--- src/rtl/colocador_barcos.sv ---
// colocador_barcos: ship-placement controller feeding registroB.
// Moves a cursor over a 5x5 board, checks each ship's fit and overlap, then
// streams one write per occupied cell (casilla/tipo/enable). Ships are placed
// largest first, from num_barcos down to 1; tipo is the current ship size.
module colocador_barcos #(
  parameter int N        = 5,
  parameter int MAX_TIPO = 5
) (
  input  logic             clk,
  input  logic             rst,
  input  logic             start,
  input  logic [2:0]       num_barcos,
  input  logic             btn_up,
  input  logic             btn_down,
  input  logic             btn_left,
  input  logic             btn_right,
  input  logic             btn_rot,
  input  logic             btn_ok,
  output logic [4:0]       casilla,
  output logic [2:0]       tipo,
  output logic             enable,
  output logic             vertical,
  output logic [N*N-1:0]   ocupado,
  output logic             valido,
  output logic             error,
  output logic             done
);

  localparam int CELLS = N * N;

  typedef enum logic [1:0] {
    S_IDLE  = 2'd0,
    S_PLACE = 2'd1,
    S_WRITE = 2'd2,
    S_DONE  = 2'd3
  } state_t;

  state_t           state_q;
  logic [2:0]       fila_q;
  logic [2:0]       col_q;
  logic             vertical_q;
  logic [2:0]       tipo_q;
  logic [CELLS-1:0] ocupado_q;
  logic [4:0]       casilla_q;
  logic             enable_q;
  logic             error_q;
  logic             done_q;
  logic [4:0]       anchor_q;
  logic             wvert_q;
  logic [2:0]       k_q;

  // Cursor-derived signals
  logic [4:0]       cursor_idx;
  logic [5:0]       step_place;
  logic [5:0]       cell_idx [MAX_TIPO];
  logic [CELLS-1:0] cover_mask;
  logic             fits;

  // Next cursor after move/rotate pulses
  logic [2:0]       fila_d;
  logic [2:0]       col_d;
  logic             vertical_d;
  logic [4:0]       cursor_idx_d;

  // Session start and write-phase helpers
  logic [2:0]       tipo_start;
  logic [4:0]       wstep;
  logic [2:0]       k_d;
  logic             last_cell;
  logic [CELLS-1:0] write_bit;

  assign cursor_idx = 5'(fila_q) * 5'd5 + 5'(col_q);
  assign step_place = vertical_q ? 6'd5 : 6'd1;

  // Index of every cell a ship of maximum size would cover from the cursor;
  // 6 bits so out-of-board candidates never alias onto real cells.
  generate
    for (genvar gi = 0; gi < MAX_TIPO; gi++) begin : g_cells
      assign cell_idx[gi] = {1'b0, cursor_idx} + 6'(gi) * step_place;
    end
  endgenerate

  // Occupancy mask of the first tipo cells from the cursor
  always_comb begin
    cover_mask = '0;
    for (int i = 0; i < MAX_TIPO; i++) begin
      if ((3'(i) < tipo_q) && (cell_idx[i] < 6'(CELLS))) begin
        cover_mask[cell_idx[i][4:0]] = 1'b1;
      end
    end
  end

  // The ship's far end must stay on the board: start + size <= N
  assign fits = vertical_q ? (({1'b0, fila_q} + {1'b0, tipo_q}) <= 4'(N))
                           : (({1'b0, col_q}  + {1'b0, tipo_q}) <= 4'(N));

  assign valido = (state_q == S_PLACE) && fits && ~|(cover_mask & ocupado_q);

  // Cursor step: one move per cycle with priority up > down > left > right
  always_comb begin
    fila_d = fila_q;
    col_d  = col_q;
    if (btn_up) begin
      if (fila_q != 3'd0) fila_d = fila_q - 3'd1;
    end else if (btn_down) begin
      if (fila_q != 3'(N - 1)) fila_d = fila_q + 3'd1;
    end else if (btn_left) begin
      if (col_q != 3'd0) col_d = col_q - 3'd1;
    end else if (btn_right) begin
      if (col_q != 3'(N - 1)) col_d = col_q + 3'd1;
    end
  end

  assign vertical_d   = vertical_q ^ btn_rot;
  assign cursor_idx_d = 5'(fila_d) * 5'd5 + 5'(col_d);

  assign tipo_start = (num_barcos == 3'd0)           ? 3'd1 :
                      (num_barcos > 3'(MAX_TIPO))    ? 3'(MAX_TIPO) :
                      num_barcos;

  assign wstep     = wvert_q ? 5'd5 : 5'd1;
  assign k_d       = k_q + 3'd1;
  assign last_cell = (k_q == (tipo_q - 3'd1));
  assign write_bit = {{(CELLS - 1){1'b0}}, 1'b1} << casilla_q;

  // Placement FSM with all outputs registered
  always_ff @(posedge clk or negedge rst) begin
    if (!rst) begin
      state_q    <= S_IDLE;
      fila_q     <= '0;
      col_q      <= '0;
      vertical_q <= 1'b0;
      tipo_q     <= '0;
      ocupado_q  <= '0;
      casilla_q  <= '0;
      enable_q   <= 1'b0;
      error_q    <= 1'b0;
      done_q     <= 1'b0;
      anchor_q   <= '0;
      wvert_q    <= 1'b0;
      k_q        <= '0;
    end else begin
      error_q <= 1'b0;
      case (state_q)
        S_IDLE: begin
          enable_q   <= 1'b0;
          done_q     <= 1'b0;
          casilla_q  <= '0;
          ocupado_q  <= '0;
          fila_q     <= '0;
          col_q      <= '0;
          vertical_q <= 1'b0;
          if (start) begin
            tipo_q  <= tipo_start;
            state_q <= S_PLACE;
          end
        end

        S_PLACE: begin
          if (btn_ok) begin
            // btn_ok wins the cycle; same-cycle moves and rotate are dropped
            if (valido) begin
              anchor_q  <= cursor_idx;
              wvert_q   <= vertical_q;
              k_q       <= '0;
              casilla_q <= cursor_idx;
              enable_q  <= 1'b1;
              state_q   <= S_WRITE;
            end else begin
              error_q <= 1'b1;
            end
          end else begin
            fila_q     <= fila_d;
            col_q      <= col_d;
            vertical_q <= vertical_d;
            casilla_q  <= cursor_idx_d;
          end
        end

        S_WRITE: begin
          // The cell on the bus this cycle becomes occupied at this edge
          ocupado_q <= ocupado_q | write_bit;
          if (last_cell) begin
            enable_q <= 1'b0;
            if (tipo_q == 3'd1) begin
              done_q    <= 1'b1;
              casilla_q <= '0;
              state_q   <= S_DONE;
            end else begin
              tipo_q    <= tipo_q - 3'd1;
              casilla_q <= cursor_idx;
              state_q   <= S_PLACE;
            end
          end else begin
            k_q       <= k_d;
            casilla_q <= anchor_q + 5'(k_d) * wstep;
          end
        end

        S_DONE: begin
          enable_q  <= 1'b0;
          casilla_q <= '0;
          done_q    <= 1'b1;
          if (start) begin
            tipo_q     <= tipo_start;
            ocupado_q  <= '0;
            fila_q     <= '0;
            col_q      <= '0;
            vertical_q <= 1'b0;
            done_q     <= 1'b0;
            state_q    <= S_PLACE;
          end
        end

        default: state_q <= S_IDLE;
      endcase
    end
  end

  assign casilla  = casilla_q;
  assign tipo     = tipo_q;
  assign enable   = enable_q;
  assign vertical = vertical_q;
  assign ocupado  = ocupado_q;
  assign error    = error_q;
  assign done     = done_q;

endmodule

--- config.mk ---
export PLATFORM = sky130hd
export DESIGN_NAME = colocador_barcos
export DESIGN_NICKNAME = d
export VERILOG_FILES = /design/src/rtl/colocador_barcos.sv
export SDC_FILE = /design/constraint.sdc
export NUM_CORES = 1
export LEC_CHECK = 0
export BUFFER_PORTS_ARGS = -buffer_cell sky130_fd_sc_hd__buf_2
export CORE_UTILIZATION = 34
export CTS_BUF_LIST = sky130_fd_sc_hd__clkbuf_4
export CTS_CLUSTER_DIAMETER = 150
export CTS_CLUSTER_SIZE = 8
export DETAILED_ROUTE_END_ITERATION = 7
export PLACE_DENSITY = 0.54
export SYNTH_ARGS = -nofsm -noshare
export SYNTH_HDL_FRONTEND = slang
export SYNTH_SLANG_ARGS = --single-unit
--- constraint.sdc ---
create_clock -name clk -period 16.1 [get_ports clk]
set_clock_uncertainty 0.2 [all_clocks]
set_input_delay 4.83 -clock clk [delete_from_list [all_inputs] [get_ports clk]]
set_output_delay 4.83 -clock clk [all_outputs]
set_load 0.05 [all_outputs]
# [Yosys cells after proc, flatten, opt, wreduce, memory -nomap -nowiden]
# Cells that the tools add are included.
[word_totals] ff_bits=54 elab_cells=181 inputBits=12 output_inout_bits=38
[op_classes] bitwise=7 magnitude_cmp=23 reduce_logical=31 mul=4 mux=70 addsub=15 shift=1 n_eq_ne=17
[ops] operator="$mux W25" count=6
[ops] operator="$or A25 B25 Y25" count=5
[ops] operator="$pmux W25 S3" count=1
[ops] operator="$mux W3" count=23
[ops] operator="$lt A5 B6 Y1 const B" count=5
[ops] operator="$and A25 B25 Y25" count=1
[ops] operator="$demux W1 S5" count=5
[ops] operator="$ge A5 B1 Y1 const B" count=5
[ops] operator="$reduce_or A25 Y1" count=1
[ops] operator="$shl A1 B5 Y25 const A" count=1
[ops] operator="$lt A6 B5 Y1 const B" count=4
[ops] operator="$mux W5" count=4
[ops] operator="$pmux W3 S3" count=2
[ops] operator="$mux W1" count=17
[ops] operator="$ne A2 B2 Y1 const B" count=8
[ops] operator="$pmux W5 S3" count=1
[ops] operator="$add A5 B5 Y6" count=2
[ops] operator="$logic_and A1 B1 Y1" count=12
[ops] operator="$pmux W3 S2" count=2
[ops] operator="$reduce_and A3 Y1" count=4
[ops] operator="$reduce_and A4 Y1" count=3
[ops] operator="$reduce_bool A3 Y1" count=4
[ops] operator="$add A5 B3 Y5" count=2
[ops] operator="$mul A3 B3 Y5 const B" count=2
[ops] operator="other kinds (30)" count=48

# [Logic depth before layout (Yosys ltp)]
[logic_depth] ltp_word=22 depth_mapped=20

# [Worst setup path after synthesis]
# OpenSTA, ideal clock, no wires.
[synth_path] path_kind="register to output" startpoint="reg fila_q[2]" endpoint="out valido" required_time_ns=11.070 t_arrival_ns=4.338 path_slack_ns=6.732 stages_incl_launch_ff=15 n_path_buf=1 cell_sequence="dfrtp_1 > ha_1 > ha_1 > fa_1 > ha_1 > ha_1 > a21oi_1 > xnor2_1 > mux2i_1 > o2bb2ai_1 > o2bb2ai_1 > a211oi_1 > nand4_1 > nor4_2 > buf_4"
[synth_lines] element="start, declared" line_no="39" source="logic [2:0] fila_q;"
[synth_lines] element="start signal, assigned" line_no="173" source="fila_q <= fila_d;"
[synth_lines] element="end, declared" line_no="24" source="output logic valido,"

==> flow_metrics.env <==
export IMPL_die_area_mm2=0.0173
export IMPL_drt_iter0_markers=567
export IMPL_status="completed"
export IMPL_worst_setup_path_end_kind="output port"
export IMPL_ys_ff_latch=54
export IMPL_coreArea_mm2=0.0165
export IMPL_rsz0062_at_grt="false"
export IMPL_cts_path_max_buffers=2
export IMPL_leakage_nw=2.80
export IMPL_via_per_inst=6.12
export IMPL_critPathLaunchType="flop"
export IMPL_critPathTopFamily="adder cells"
export IMPL_initial_core_util_pct=34.6
export IMPL_critPathBufInv=2
export IMPL_clock_sinks=54
export IMPL_reg2reg_from="fila_q[2]$_DFFE_PN0P_"
export IMPL_drt_pre_antenna_iters=6
export IMPL_synth_yosys_warnings=0
export IMPL_synth_distinct_cells=73
export IMPL_die_h_um=132
export IMPL_max_slew_margin_pct=42.9
export IMPL_final_cells=971
export IMPL_drc=0
export IMPL_syn_inst=723
export IMPL_dp_cells=963
export IMPL_required_ns=11.07
export IMPL_overflow=0
export IMPL_hold_class="reg -> reg"
export IMPL_synth_area_leaders="dfrtp_1 (24%), ha_1 (11%), a21oi_1 (5.1%)"
export IMPL_whs_ns=0.327
export IMPL_ioPinCount=50
export IMPL_nFillCells=1726
export IMPL_cts_tree="built"
export IMPL_vias=5940
export IMPL_htreeDepth=2
export IMPL_grt_max_degree=55
export IMPL_wire_per_inst_um=20.8
export IMPL_clock_fmax_mhz=89.1
export IMPL_nets=821
export IMPL_ys_seq_area_share_pct=23.6
export IMPL_final_hold_violation_count=0
export IMPL_setup_viol=0
export IMPL_ant_nets=0
export IMPL_power_density_mw_per_mm2=219
export IMPL_synth_edf_count=0
export IMPL_total_power_mw=1.36
export IMPL_drt_total_wl_um=20200
export IMPL_syn_area_mm2=0.00572
export IMPL_final_util_pct=37.5
export IMPL_drive_above_1_share_pct=11.6
export IMPL_final_setup_tns_ns=0
export IMPL_portBuffers=49
export IMPL_postCtsSetupBuffers=0
export IMPL_clk_pin_slew_ns=0.18
export IMPL_antenna_found_initial=0
export IMPL_cp_slowest_cell="fa_1"
export IMPL_worstSetupPathType="reg -> out"
export IMPL_die_w_um=132
export IMPL_grt_use_total_pct=23.4
export IMPL_synth_top_cell_area_share_pct=23.6
export IMPL_root_buffer="clkbuf_4"
export IMPL_syn_to_final_growth_pct=8.49
export IMPL_slew_violations=0
export IMPL_multiInputGateArea_mm2=0.00410
export IMPL_rows=47
export IMPL_cts_resized=0
export IMPL_crit_arrival_ns=6.19
export IMPL_fin_crit_sh_pct=69.7
export IMPL_slowest_delay_ns=1.03
export IMPL_ctsHoldBuffers=0
export IMPL_path_cells="ha_1 -> ha_1 -> fa_1 -> ha_1 -> ha_1 -> a21oi_1 -> xnor2_1 -> nor2_1 -> nand3_1 -> o32ai_1 -> nor4_1 -> nand4_1 -> nor4_2 -> buf_4 -> buf_2"
export IMPL_hp_start="anchor_q[1]$_DFFE_PN0P_"
export IMPL_insertedDiodeCount=0
export IMPL_maxCapViolations=0
export IMPL_gp_congestion=1.03
export IMPL_synthFlopType="dfrtp_1"
export IMPL_period_minus_slack_ns=11.22
export IMPL_grt_pass1_wl_um=32100
export IMPL_clk_latency_ns=0.42
export IMPL_worstSetupStartpoint="fila_q[2]$_DFFE_PN0P_"
export IMPL_dpl_hpwl_um=15300
export IMPL_peakVddDrop_uv=123
export IMPL_ys_async_sr_fraction_pct=100
export IMPL_grt_pass1_vias=5661
export IMPL_avgSynthCellArea_um2=7.91
export IMPL_worstMarginPinSlew_ns=0.851
export IMPL_syn_num_nets=794
export IMPL_post_synth_top_area_cell="dfrtp_1"
export IMPL_cp_max_fo=19
export IMPL_cts_buffers=5
export IMPL_ff_latch_area_mm2=0.00135
export IMPL_critical_path_most_common_cell="ha_1"
==> cell families (layout without fill, tap and decap cells) <==
kind of cell,after synthesis,in the layout,share of synthesized area (%)
muxes,21,21,3.96
xor gates and xnor gates,33,33,6.02
adders and majority gates,59,59,13.8
AOI/OAI and AO/OA,190,190,22.0
and+or+nand+nor,298,298,25.8
buffers and inverters,68,96,4.75
DFF,54,54,23.6
==> per-stage QoR <==
step | area [µm²] | setup WS (ns)
4_1_cts | 6200 | 4.97
2_1_floorplan | 5720 | 6.73
3_5_place_dp | 6140 | 5.50
3_3_place_gp | 6140 | 5.50
5_1_grt | 6200 | 4.65
6_report | 6200 | 4.88
==> state kept, by name, summed over array words and instances, names as in the netlist <==
signal	flops
wvert_q	1
tipo	3
k_q	3
fila_q	3
state_q	2
vertical	1
casilla	5
anchor_q	5
done	1
col_q	3
error	1
ocupado	25
enable	1
==> final cells by class <==
type | instances | area share, %
inverters | 32 | 1.94
flip-flops and latches | 54 | 21.8
repair buffers | 56 | 4.80
clock inverters | 3 | 0.424
clock buffers | 5 | 0.605
well taps | 220 | 4.44
multi-input cells | 601 | 66.0
==> synthesized netlist by cell type, drive strengths merged (6+ instances only) <==
cell type and instances:
nand4 19, nand2 68, xnor2 17, a21boi 6, o22ai 14, a211oi 6
buf 9, nor4 11, mux2i 8, mux2 13, inv 31, nand3 31
o21ai 30, fa 7, a22o 6, nor3 31, nand2b 11, ha 52
xor2 15, a31oi 10, nor2 73, nor2b 14, clkbuf 27, or3 6
a21oi 60, and3 15, dfrtp 54
==> power by group <==
group	leakage, nW	switching (mW)	total (mW)	internal [mW]
clock network	0.0362	0.0502	0.0687	0.0186
logic	2.04	0.731	1.06	0.326
registers	0.725	0.0646	0.233	0.169
==> final timing paths <==
check	to	slack (ns)	cells after the start
min reg2reg	anchor_q[1]$_DFFE_PN0P_	0.33	1
max	valido	4.88	15
max reg2reg	anchor_q[0]$_DFFE_PN0P_	9.82	16
max in group asynchronous	fila_q[1]$_DFFE_PN0P_	10.92	2
min in group asynchronous	ocupado[3]$_DFFE_PN0P_	4.30	2
min	anchor_q[1]$_DFFE_PN0P_	0.33	1
==> metal layers <==
layer / global-route usage [%] / vias up / routed length (µm)
met5: 0 / - / 0
met4: 8.46 / 0 / 641
met3: 2.85 / 54 / 1450
met2: 37.8 / 296 / 9230
met1: 31.8 / 2877 / 8910
li1: - / 2713 / -
==> cell usage in the layout (no fill, tap or decap), types with 11 or more instances in the layout <==
| cell type | instances |
|---|---|
| nand4_1 | 19 |
| nor2b_1 | 14 |
| nand2_1 | 67 |
| xor2_1 | 11 |
| nand3_1 | 31 |
| nor2_1 | 71 |
| dfrtp_1 | 54 |
| and3_1 | 15 |
| o22ai_1 | 14 |
| ha_1 | 52 |
| nor3_1 | 31 |
| inv_1 | 31 |
| o21ai_0 | 30 |
| xnor2_1 | 17 |
| buf_2 | 49 |
| a21oi_1 | 58 |
| nand2b_1 | 11 |
==> worst register-to-register path: cells and delay by family (launching register included) <==
family	cells	cell delay [ns]
compound gates	2	0.63
buf+inv	1	0.27
xor+xnor	1	0.36
mux	1	0.36
fa+ha+maj	5	2.40
flops	1	0.62
simple gates	6	1.36
(Power assumes the default switching activity.)
